File: src/rtl/accum_add_seq.sv
// Sequential accumulator: sums a run of up to MAX_TERMS operands, one per valid/ready handshake.
// Optional macro ACCUM_SATURATE_EN clamps the sum at all-ones instead of wrapping.
module accum_add_seq #(
    parameter int WIDTH     = 5,
    parameter int MAX_TERMS = 8,
    parameter int CW        = $clog2(MAX_TERMS + 1)
) (
    input  logic             clk,
    input  logic             Reset,
    input  logic             start,
    input  logic [CW-1:0]    num_terms,
    input  logic             in_valid,
    output logic             in_ready,
    input  logic [WIDTH-1:0] A,
    input  logic             stop,
    output logic [WIDTH-1:0] sum,
    output logic             carry,
    output logic             done
);

    typedef enum logic [1:0] {
        IDLE  = 2'd0,
        ACCUM = 2'd1,
        DONE  = 2'd2
    } state_t;

    localparam logic [CW-1:0] MAX_TERMS_C = CW'(MAX_TERMS);
    localparam logic [CW-1:0] ONE_C       = CW'(1);
`ifdef ACCUM_SATURATE_EN
    localparam logic [WIDTH-1:0] SUM_MAX = {WIDTH{1'b1}};
`endif

    state_t           state_q, state_d;
    logic [WIDTH-1:0] sum_q, sum_d;
    logic             carry_q, carry_d;
    logic             done_q, done_d;
    logic [CW-1:0]    remaining_q, remaining_d;
    logic [WIDTH:0]   add_s;
    logic [CW-1:0]    load_cnt_s;

    function automatic logic [CW-1:0] clamp_terms(input logic [CW-1:0] n);
        logic [CW-1:0] r;
        if (n > MAX_TERMS_C) begin
            r = MAX_TERMS_C;
        end else begin
            r = n;
        end
        return r;
    endfunction

    // Next-state and datapath computation; stop outranks start and operand accept.
    always_comb begin
        state_d     = state_q;
        sum_d       = sum_q;
        carry_d     = carry_q;
        done_d      = 1'b0;
        remaining_d = remaining_q;
        add_s       = {1'b0, sum_q} + {1'b0, A};
        load_cnt_s  = clamp_terms(num_terms);

        if (stop) begin
            state_d     = IDLE;
            sum_d       = {WIDTH{1'b0}};
            carry_d     = 1'b0;
            remaining_d = {CW{1'b0}};
        end else begin
            case (state_q)
                IDLE: begin
                    if (start) begin
                        sum_d       = {WIDTH{1'b0}};
                        carry_d     = 1'b0;
                        remaining_d = load_cnt_s;
                        if (load_cnt_s == {CW{1'b0}}) begin
                            state_d = DONE;
                            done_d  = 1'b1;
                        end else begin
                            state_d = ACCUM;
                        end
                    end else begin
                        state_d = IDLE;
                    end
                end
                ACCUM: begin
                    if (in_valid) begin
`ifdef ACCUM_SATURATE_EN
                        if (add_s[WIDTH] || (sum_q == SUM_MAX)) begin
                            sum_d = SUM_MAX;
                        end else begin
                            sum_d = add_s[WIDTH-1:0];
                        end
`else
                        sum_d = add_s[WIDTH-1:0];
`endif
                        carry_d     = carry_q | add_s[WIDTH];
                        remaining_d = remaining_q - ONE_C;
                        if (remaining_q == ONE_C) begin
                            state_d = DONE;
                            done_d  = 1'b1;
                        end else begin
                            state_d = ACCUM;
                        end
                    end else begin
                        state_d = ACCUM;
                    end
                end
                DONE: begin
                    state_d = IDLE;
                end
                default: begin
                    state_d     = IDLE;
                    remaining_d = {CW{1'b0}};
                end
            endcase
        end
    end

    // State and result registers with synchronous reset.
    always_ff @(posedge clk) begin
        if (Reset) begin
            state_q     <= IDLE;
            sum_q       <= {WIDTH{1'b0}};
            carry_q     <= 1'b0;
            done_q      <= 1'b0;
            remaining_q <= {CW{1'b0}};
        end else begin
            state_q     <= state_d;
            sum_q       <= sum_d;
            carry_q     <= carry_d;
            done_q      <= done_d;
            remaining_q <= remaining_d;
        end
    end

    assign in_ready = (state_q == ACCUM);
    assign sum      = sum_q;
    assign carry    = carry_q;
    assign done     = done_q;

endmodule

File: config.mk
export PLATFORM = sky130hd
export DESIGN_NAME = accum_add_seq
export DESIGN_NICKNAME = d
export VERILOG_FILES = /design/src/rtl/accum_add_seq.sv
export SDC_FILE = /design/constraint.sdc
export NUM_CORES = 1
export LEC_CHECK = 0
export CAP_MARGIN = 25
export CORE_MARGIN = 4
export CORE_UTILIZATION = 30
export DETAILED_ROUTE_END_ITERATION = 12
export PLACE_DENSITY = 0.54
export SLEW_MARGIN = 25
export SYNTH_ARGS = -nofsm -noshare
export SYNTH_HDL_FRONTEND = slang
export SYNTH_SLANG_ARGS = --single-unit
File: constraint.sdc
create_clock -name clk -period 4.25 [get_ports clk]
set_input_delay 0.85 -clock clk [delete_from_list [all_inputs] [get_ports clk]]
set_output_delay 0.85 -clock clk [all_outputs]
set_load 0.005 [all_outputs]
Word level (Yosys, flattened, before mapping)
Index checks and enable logic that the tools add are counted.

operators by class
  add/sub/neg operators = 2
  multipliers = 0
  divide/modulo/power cells = 0
  $lt $le $gt $ge = 1
  eq/ne operators = 5
  shift operators = 0
  mux-type cells = 20
  bitwise logic cells = 2
  reductions and logical operators = 6

operators with widths
  operator                                                            number
  4-bit 2-to-1 mux                                                    3
  4-bit one-hot mux with 3 select lines                               1
  5-bit 2-to-1 mux                                                    2
  5-bit one-hot mux with 2 select lines                               1
  2-bit 2-to-1 mux                                                    4
  5-bit by 5-bit adder with 6-bit output                              1
  1-bit 2-to-1 mux                                                    6
  3-bit AND reduction                                                 2
  4-bit by 1-bit == test with 1-bit output, second input constant     1
  4-bit > comparator, second input constant                           1
  4-bit logical NOT                                                   1
  2-bit != test, second input constant                                2
  1-bit one-hot mux with 2 select lines                               2
  2-bit one-hot mux with 2 select lines                               1
  4-bit by 1-bit subtractor with 4-bit output, second input constant  1
  2-bit by 1-bit == test with 1-bit output, second input constant     1
  2-bit == test, second input constant                                1
  2-bit logical NOT                                                   1
  2-bit nonzero test                                                  1
  2-bit OR reduction                                                  1
  1-bit inverter                                                      1
  1-bit bitwise OR                                                    1

word-level totals
  register bits after elaboration = 13
  latch bits = 0
  memory bits (writable) = 0
  ROM bits = 0
  input port bits = 14
  output and inout port bits = 8
  word-level logic and storage cells = 41
  memories = 0

Depth between registers and ports, before layout
Gate-level depths: netlist (run 1).

  word-level depth = 6
  gate-level depth with buffers = 6
  mapped depth without buffers = 6

Worst setup path after synthesis (run 1)
OpenSTA, ideal clock, no wires.

  path type = input to register
  start = input port A[0]
  end = register sum_q[4], in the netlist sum[4]
  setup time = 0.117 ns
  data arrival time = 2.025 ns
  data required time = 4.133 ns
  slack = 2.107 ns
  cell stages on the path = 6
  buffers on the path = 0
  cell sequence = ha_1 -> fa_1 -> a21o_1 -> a21oi_1 -> xnor2_1 -> a32o_1

on the way
  cells in the longest elaborated chain, start to end = 3

RTL lines
  what                                    RTL line  text
  from (decl)                             14        input logic [WIDTH-1:0] A,
  5-bit by 5-bit adder with 6-bit output  58        add_s = {1'b0, sum_q} + {1'b0, A};
  5-bit 2-to-1 mux                        84        if (in_valid) begin
  5-bit one-hot mux with 2 select lines   67        case (state_q)
  to (signal assigned)                    121       sum_q <= {WIDTH{1'b0}};
  to (signal assigned)                    127       sum_q <= sum_d;
  to (decl)                               34        logic [WIDTH-1:0] sum_q, sum_d;

Every way passes these cells. The select of a mux whose other input is x is not followed.
A chain may end at the register's enable or synchronous reset.

Worst setup path in the final report (run 1)
  start = register state_q[0]
  end = output port in_ready

on the way
  cells in the longest elaborated chain, start to end = 1

RTL lines
  what                                      RTL line  text
  from (decl)                               33        state_t state_q, state_d;
  from (signal assigned)                    126       state_q <= state_d;
  2-bit by 1-bit == test with 1-bit output  134       assign in_ready = (state_q == ACCUM);
  to (decl)                                 13        output logic in_ready,

Every way passes these cells.

==> flow_summary.json, run 1 <==
{
  "synth_cells": 91,
  "drv_cap": 0,
  "clk_path_buf_depth": 2,
  "finalCriticalPeriod_ps": 2750,
  "insertion_delay_ps": 290,
  "grt_pass1_wl_mm": 3.11,
  "critPathCaptureType": "output port",
  "fmax_ghz": 0.364,
  "crit_chain": "nor2b_1, clkdlybuf4s50_1",
  "power.total_mw": 0.263,
  "gp_congestion": 0.837,
  "hold_buffers": 0,
  "leakagePower_nw": 0.410,
  "core_area_sq_um": 2540,
  "hpwl_mm": 1.45,
  "die_w_microns": 60.3,
  "overflow": 0,
  "cts_resized": 0,
  "fillers": 266,
  "dpl_cell_area_sq_um": 1040,
  "ir_drop_uv": 175,
  "critPathRequiredTime_ps": 3400,
  "yosysSeqAreaShare": 0.293,
  "worst_hold_path.num_cells": 2,
  "hp-class": "reg -> reg",
  "tns_ps": 0,
  "cts_tree": "yes",
  "seq_area_sq_um": 240,
  "cp.depth": 2,
  "crit_buf_inv": 1,
  "antenna_found_initial": 0,
  "synth_seq_cells": 12,
  "wl_mm": 1.82,
  "vias_per_cell": 5.14,
  "async_flop_share": 0,
  "grt_start_max_net_pins": 14,
  "drive_gt1_frac": 0.116,
  "worstPathMaxFanout": 12,
  "start_util": 0.323,
  "std_cell_rows": 18,
  "cts_root_buf": "clkbuf_4",
  "area_growth_pct": 30.8,
  "dr.pass1.iters": 4,
  "critPathSlowestCell": "clkdlybuf4s50_1",
  "synthesis.nets": 113,
  "max_stage_delay_ps": 590,
  "num_vias": 730,
  "cts_buffers": 3,
  "final_area_sq_um": 1070,
  "cts.sinks": 12,
  "critical_path.top_delay_family": "buffers and inverters",
  "track_usage": 0.120,
  "clk_pin_slew_ps": 80,
  "post_cts.repair.setup_buffers": 0,
  "yosys.cell_types.count": 38,
  "worstSetupPathType": "reg -> out",
  "htree_levels": 1,
  "syn_area_sq_um": 821,
  "numPortBuffers": 21,
  "finalCritPeriodShare": 0.646,
  "n_antenna_cell": 0,
  "synth_area_per_cell_sq_um": 9.02,
  "power_density_nw_per_um2": 245,
  "worstMarginPinSlew_ps": 491,
  "die_y_microns": 60.3,
  "critPathLaunchType": "flop",
  "hold_viol_final": 0,
  "setup_viol": 0,
  "relSlewSlack": 0.672,
  "yosys_warnings": 0,
  "finalMaxSlewViolations": 0,
  "drc": 0,
  "multi_input_area_sq_um": 534,
  "io_pins": 22,
  "status": "finished, final reports clean",
  "grt_pass1_vias": 701,
  "reg2regPathDepth": 6,
  "synth_flop_cell": "dfxtp_1",
  "die_area_sq_um": 3640,
  "arrival_ps": 1900,
  "synth_edf_count": 0,
  "final.setup_skew_ps": 7.90,
  "wl_per_cell_microns": 12.8,
  "drt_iter0_drc": 9,
  "ant_nets": 0,
  "nNetsFinal": 135,
  "rsz0062_at_grt": "no"
}
==> cells in the mapped netlist (2+ instances only) <==
master,number,area [sq um]
a21o_1,4,30.0
a21oi_1,9,45.0
a32o_1,4,40.0
buf_6,2,22.5
dfxtp_1,12,240
ha_1,7,87.6
inv_1,4,15.0
nand2_1,6,22.5
nand3_1,5,25.0
nor2_1,9,33.8
xnor2_1,2,17.5
==> layout make-up <==
cell class,instances,area share
well taps,30,0.0350
flip-flops and latches,12,0.224
repair buffers,21,0.196
inverters,4,0.0140
clock buffers,4,0.0338
multi-input cells,71,0.498
==> logic make-up (layout without fill, tap and decap cells) <==
group	after synthesis	in the layout	share of synthesized area
simple gates	30	30	0.209
mux	2	2	0.0259
compound gates	28	28	0.253
xor+xnor	3	3	0.0320
buf+inv	8	29	0.0564
flops	12	12	0.293
fa+ha+maj	8	8	0.131
==> state kept, by name (all words and copies together) (netlist names) <==
| signal | flops |
|---|---|
| remaining_q | 4 |
| carry | 1 |
| state_q | 2 |
| sum | 5 |
==> power by group <==
part | internal, mW | leakage (nW) | total, mW | switching, mW
Sequential | 0.115 | 0.0971 | 0.118 | 0.00336
Combinational | 0.0260 | 0.292 | 0.0490 | 0.0230
Clock | 0.0522 | 0.0210 | 0.0963 | 0.0441
Total | 0.193 | 0.410 | 0.263 | 0.0705
==> through the flow <==
stage / hold slack, ps / setup slack (ps) / cells / util
floorplan: 464 / 2110 / 91 / -
global placement: 469 / 1640 / 138 / 0.408
detailed placement: 466 / 1630 / 138 / 0.408
CTS: 477 / 1510 / 142 / 0.422
global route: 512 / 1350 / 142 / 0.422
finish: 477 / 1500 / 142 / 0.422
==> per-layer routing <==
layer	GRT usage	wire length (microns)	up-vias
met5	0	0	-
met1	0.145	832	326
met2	0.181	812	18
met4	0.0665	40	0
li1	-	-	381
met3	0.0475	134	5
==> path summary, 6_finish.rpt <==
kind,from,end,slack [ps]
max reg2reg,sum[0],sum[4],2590
min reg2reg,sum[0],sum[0],480
min,sum[0],sum[0],480
max,state_q[0],in_ready,1500
==> tightest hold or removal path: stages, from the launching register on <==
cell	delay, ps
dfxtp_1	330
nand2_1	60
a21oi_1	50
==> placed cells by master (no fill, tap or decap), drive strengths merged, types with 2 or more instances in the layout <==
cell / instances
o21ai: 2
dfxtp: 12
a21oi: 10
clkbuf: 4
nor3: 2
nor2: 9
nand2: 6
inv: 4
ha: 7
nand3: 5
xnor2: 2
clkdlybuf4s50: 21
a32o: 4
a21o: 4
No activity file was read; power rests on OpenSTA's default activity.
==> run 2: changes to the inputs <==
- PLACE_DENSITY: 0.54 -> 0.56
- clock period: 4.25 -> 2.5 ns (I/O delays scaled with it)
==> run 2 against run 1 <==
Net effect:
- clock power grew 58%
- sequential power increased by 70%
- via count up 2.6%
- register-to-register slack got worse by 1800 ps
- sequential share of layout area down 0.16 points
- worst hold slack gained 3.1 ps
- critical path type unchanged
- largest power group unchanged
==> flow_summary.json, run 2 (synthesis results as in run 1) <==
{
  "status": "finished, final reports clean",
  "critPathCaptureType": "output port",
  "cp.depth": 2,
  "dpl_cell_area_sq_um": 1040,
  "critPathCapture": "in_ready",
  "leakagePower_nw": 0.415,
  "rsz0062_at_grt": "no",
  "dr.pass1.iters": 4,
  "grt_pass1_vias": 760,
  "vias_per_cell": 5.24,
  "hold_viol_final": 0,
  "numPortBuffers": 21,
  "arrival_ps": 1570,
  "max_stage_delay_ps": 540,
  "hpwl_mm": 1.50,
  "power.total_mw": 0.437,
  "die_w_microns": 60.3,
  "seq_area_sq_um": 240,
  "ir_drop_uv": 265,
  "die_area_sq_um": 3640,
  "track_usage": 0.118,
  "critPathLaunchType": "flop",
  "drt_iter0_drc": 9,
  "worstMarginPinSlew_ps": 508,
  "cp-startpoint": "state_q[0]",
  "power_density_nw_per_um2": 404,
  "drv_cap": 0,
  "reg2regPathDepth": 6,
  "clk_path_buf_depth": 2,
  "rr_startpoint": "sum[0]",
  "layout_common_cells": "clkdlybuf4s50_1 (21), dfxtp_1 (12), nor2_1 (9), a21oi_1 (9), ha_1 (7)",
  "worst-r2r-setup-slack_ps": 830,
  "area_growth_pct": 31.7,
  "nNetsFinal": 136,
  "setup_viol": 0,
  "fmax_ghz": 0.483,
  "cts_buffers": 3,
  "insertion_delay_ps": 270,
  "critPathSlowestCell": "dfxtp_1",
  "core_area_sq_um": 2540,
  "post_cts.repair.setup_buffers": 0,
  "finalCritPeriodShare": 0.828,
  "antenna_found_initial": 0,
  "n_antenna_cell": 0,
  "critPathRequiredTime_ps": 2000,
  "start_util": 0.323,
  "std_cell_rows": 18,
  "clk_pin_slew_ps": 70,
  "worstPathMaxFanout": 12,
  "htree_levels": 1,
  "io_pins": 22,
  "cts_root_buf": "clkbuf_4",
  "fillers": 281,
  "critical_path.top_delay_family": "flip-flops",
  "worstSetupPathType": "reg -> out",
  "crit_chain": "nor2b_1, clkdlybuf4s50_1",
  "drive_gt1_frac": 0.124,
  "wl_mm": 1.82,
  "final_common_cell": "clkdlybuf4s50_1",
  "overflow": 0,
  "gp_congestion": 0.849,
  "reg2reg_to": "sum[4]",
  "die_y_microns": 60.3,
  "drc": 0,
  "hp-class": "reg -> reg",
  "hold_buffers": 0,
  "grt_start_max_net_pins": 14,
  "crit_buf_inv": 1,
  "relSlewSlack": 0.661,
  "whs_ps": 480,
  "final_area_sq_um": 1080,
  "tns_ps": 0,
  "cts_resized": 0,
  "wl_per_cell_microns": 12.7,
  "ant_nets": 0,
  "grt_pass1_wl_mm": 3.24,
  "finalMaxSlewViolations": 0,
  "cts.sinks": 12,
  "largest_reg_flops": 5,
  "num_vias": 749,
  "cts_tree": "yes",
  "multi_input_area_sq_um": 534,
  "finalCriticalPeriod_ps": 2070,
  "final.setup_skew_ps": 1.84
}
run 2: changes by cell type in the layout (fill, tap and decap cells not counted), sizes merged:
cell,change
buf,+1
run 2: worst register-to-register path, cell delays in order (launching register included):
cell     delay (ps)
dfxtp_1         330
ha_1            210
fa_1            410
a21o_1          170
a21oi_1         160
xnor2_1          80
a32o_1          210
run 2: worst min path at each step:
| stage | start | endpoint | slack, ps | depth (start not counted) |
|---|---|---|---|---|
| after floorplan | sum[0] | sum[0] | 460 | 2 |
| after global placement | sum[0] | sum[0] | 470 | 2 |
| after detailed placement | sum[0] | sum[0] | 470 | 2 |
| after CTS | sum[0] | sum[0] | 480 | 2 |
| after global routing | sum[0] | sum[0] | 510 | 2 |
| final | sum[0] | sum[0] | 480 | 2 |
run 2: routing by layer:
layer,track usage,routed length [microns],up-vias
met1,0.148,834,344
met3,0.0259,128,4
met4,0.0570,17,0
li1,-,-,381
met2,0.190,835,20
met5,0,0,-
run 2: layout make-up:
type                    count  area share
well taps                  30      0.0347
clock buffers               4      0.0336
repair buffers             22       0.201
inverters                   4      0.0139
multi-input cells          71       0.494
flip-flops and latches     12       0.222
run 2: through the flow:
stage               utilization  setup slack [ps]  instances
floorplan                     -               707         91
global placement          0.411               243        139
detailed placement        0.411               215        139
CTS                       0.425               408        143
global route              0.425               269        143
finish                    0.425               431        143
run 2: power by group:
| part | total [mW] | switching (mW) | internal (mW) |
|---|---|---|---|
| clock network | 0.152 | 0.0636 | 0.0885 |
| logic | 0.0841 | 0.0390 | 0.0451 |
| registers | 0.201 | 0.00583 | 0.195 |
| total | 0.437 | 0.108 | 0.328 |
==> run 3: changes to the inputs <==
- PLACE_DENSITY: 0.56 -> 0.54
- clock period: 2.5 -> 2.1 ns (I/O delays scaled with it)
==> run 3 against run 2 <==
Net effect:
- clock power up 28%
- utilization up 0.34 points
- sequential power up 19%
- final cell count up 0.70%
- sequential share of layout area down 0.064 points
- via count down 2.0%
- critical path type unchanged
- largest power group unchanged
- clock skew up 4.4 ps
- die area unchanged
- power up 22%
- count of clock-buffer cells in the layout unchanged
==> flow_summary.json, run 3 (synthesis results as in run 1) <==
{
  "track_usage": 0.113,
  "cts_tree": "yes",
  "cts_buffers": 3,
  "stdcell_count": 144,
  "htree_levels": 1,
  "cts_resized": 0,
  "num_vias": 734,
  "std_cell_rows": 18,
  "drt_iter0_drc": 1,
  "cts.sinks": 12,
  "ir_drop_uv": 373,
  "wl_mm": 1.87,
  "largest_reg_flops": 5,
  "worstSetupPathType": "reg -> out",
  "cts_root_buf": "clkbuf_4",
  "die_area_sq_um": 3640,
  "status": "finished, final reports clean",
  "final.setup_skew_ps": 6.25,
  "gp_congestion": 0.835,
  "relSlewSlack": 0.667,
  "clk_path_buf_depth": 2,
  "io_pins": 22,
  "fmax_ghz": 0.513,
  "finalCritPeriodShare": 0.929,
  "finalMaxSlewViolations": 0,
  "drv_cap": 0,
  "start_util": 0.323,
  "wl_per_cell_microns": 13.0,
  "grt_start_max_net_pins": 14,
  "drive_gt1_frac": 0.140,
  "overflow": 0,
  "arrival_ps": 1530,
  "critPathCaptureType": "output port",
  "vias_per_cell": 5.10,
  "crit_buf_inv": 1,
  "power_density_nw_per_um2": 490,
  "grt_pass1_wl_mm": 3.02,
  "critical_path.top_delay_family": "flip-flops",
  "final_common_cell": "clkdlybuf4s50_1",
  "critPathRequiredTime_ps": 1680,
  "leakagePower_nw": 0.421,
  "worstMarginPinSlew_ps": 500,
  "hp-class": "reg -> reg",
  "dr.pass1.iters": 4,
  "final_area_sq_um": 1090,
  "crit_chain": "nor2b_1, clkdlybuf4s50_1",
  "dp_cells": 140,
  "grt_pass1_vias": 689,
  "hold_viol_final": 0,
  "die_y_microns": 60.3,
  "layout_common_cells": "clkdlybuf4s50_1 (21), dfxtp_1 (11), nor2_1 (9), a21oi_1 (9), ha_1 (7)",
  "ant_nets": 0,
  "rsz0062_at_grt": "no",
  "area_growth_pct": 32.8,
  "utilization": 0.428,
  "setup_viol": 0,
  "drc": 0,
  "post_cts.repair.setup_buffers": 0,
  "insertion_delay_ps": 280,
  "tns_ps": 0,
  "nNetsFinal": 137,
  "hpwl_mm": 1.51,
  "antenna_found_initial": 0,
  "max_stage_delay_ps": 640,
  "hold_buffers": 0,
  "numPortBuffers": 21,
  "worstPathMaxFanout": 13,
  "clk_pin_slew_ps": 90,
  "finalCriticalPeriod_ps": 1950,
  "die_w_microns": 60.3,
  "critPathSlowestCell": "dfxtp_1",
  "critPathLaunchType": "flop",
  "dpl_cell_area_sq_um": 1050,
  "n_antenna_cell": 0,
  "core_area_sq_um": 2540
}
-- run 3: changes by cell type in the layout (fill, tap and decap cells not counted), sizes merged --
cell / before / now
buf: 1 / 2
-- run 3: worst reg2reg max path, delay by kind of cell (launching register included) --
family,cells,cell delay [ps]
DFF,1,340
xor gates and xnor gates,1,80
adders and majority gates,2,600
AOI/OAI and AO/OA,3,520
-- run 3: cell type report --
class	instances	area, sq um
fill	257	1460
clock buffer	4	36.3
tap	30	37.5
sequential	12	241
timing repair buffer	23	225
multi-input combinational	71	534
inverter	4	15.0
-- run 3: power by group --
part | switching (mW) | internal (mW)
clock | 0.0886 | 0.106
combinational | 0.0468 | 0.0539
sequential | 0.00689 | 0.232
total | 0.142 | 0.392
-- run 3: stage by stage --
step	setup slack [ps]	hold WS (ps)	total power, mW
4_1_cts	65.3	492	0.541
2_1_floorplan	387	464	0.300
5_1_grt	63.9	526	0.563
6_report	149	489	0.534
3_3_place_gp	-59.1	471	0.345
3_5_place_dp	-75.4	480	0.345
-- run 3: worst paths after layout --
| kind | cells after the start | to | startpoint | slack (ps) |
|---|---|---|---|---|
| worst min register to register | 2 | sum[0] | sum[0] | 490 |
| worst min-delay path | 2 | sum[0] | sum[0] | 490 |
| worst max register to register | 6 | sum[4] | sum[0] | 460 |
| worst max-delay path | 2 | in_ready | state_q[1] | 150 |
-- run 3: metal layers --
metal / vias to the layer above / part of all wire / global-route usage
met3: 2 / 0.068 / 0.0389
met5: - / 0 / 0
met4: 0 / 0.0097 / 0.0475
li1: 380 / - / -
met1: 335 / 0.47 / 0.137
met2: 17 / 0.45 / 0.181
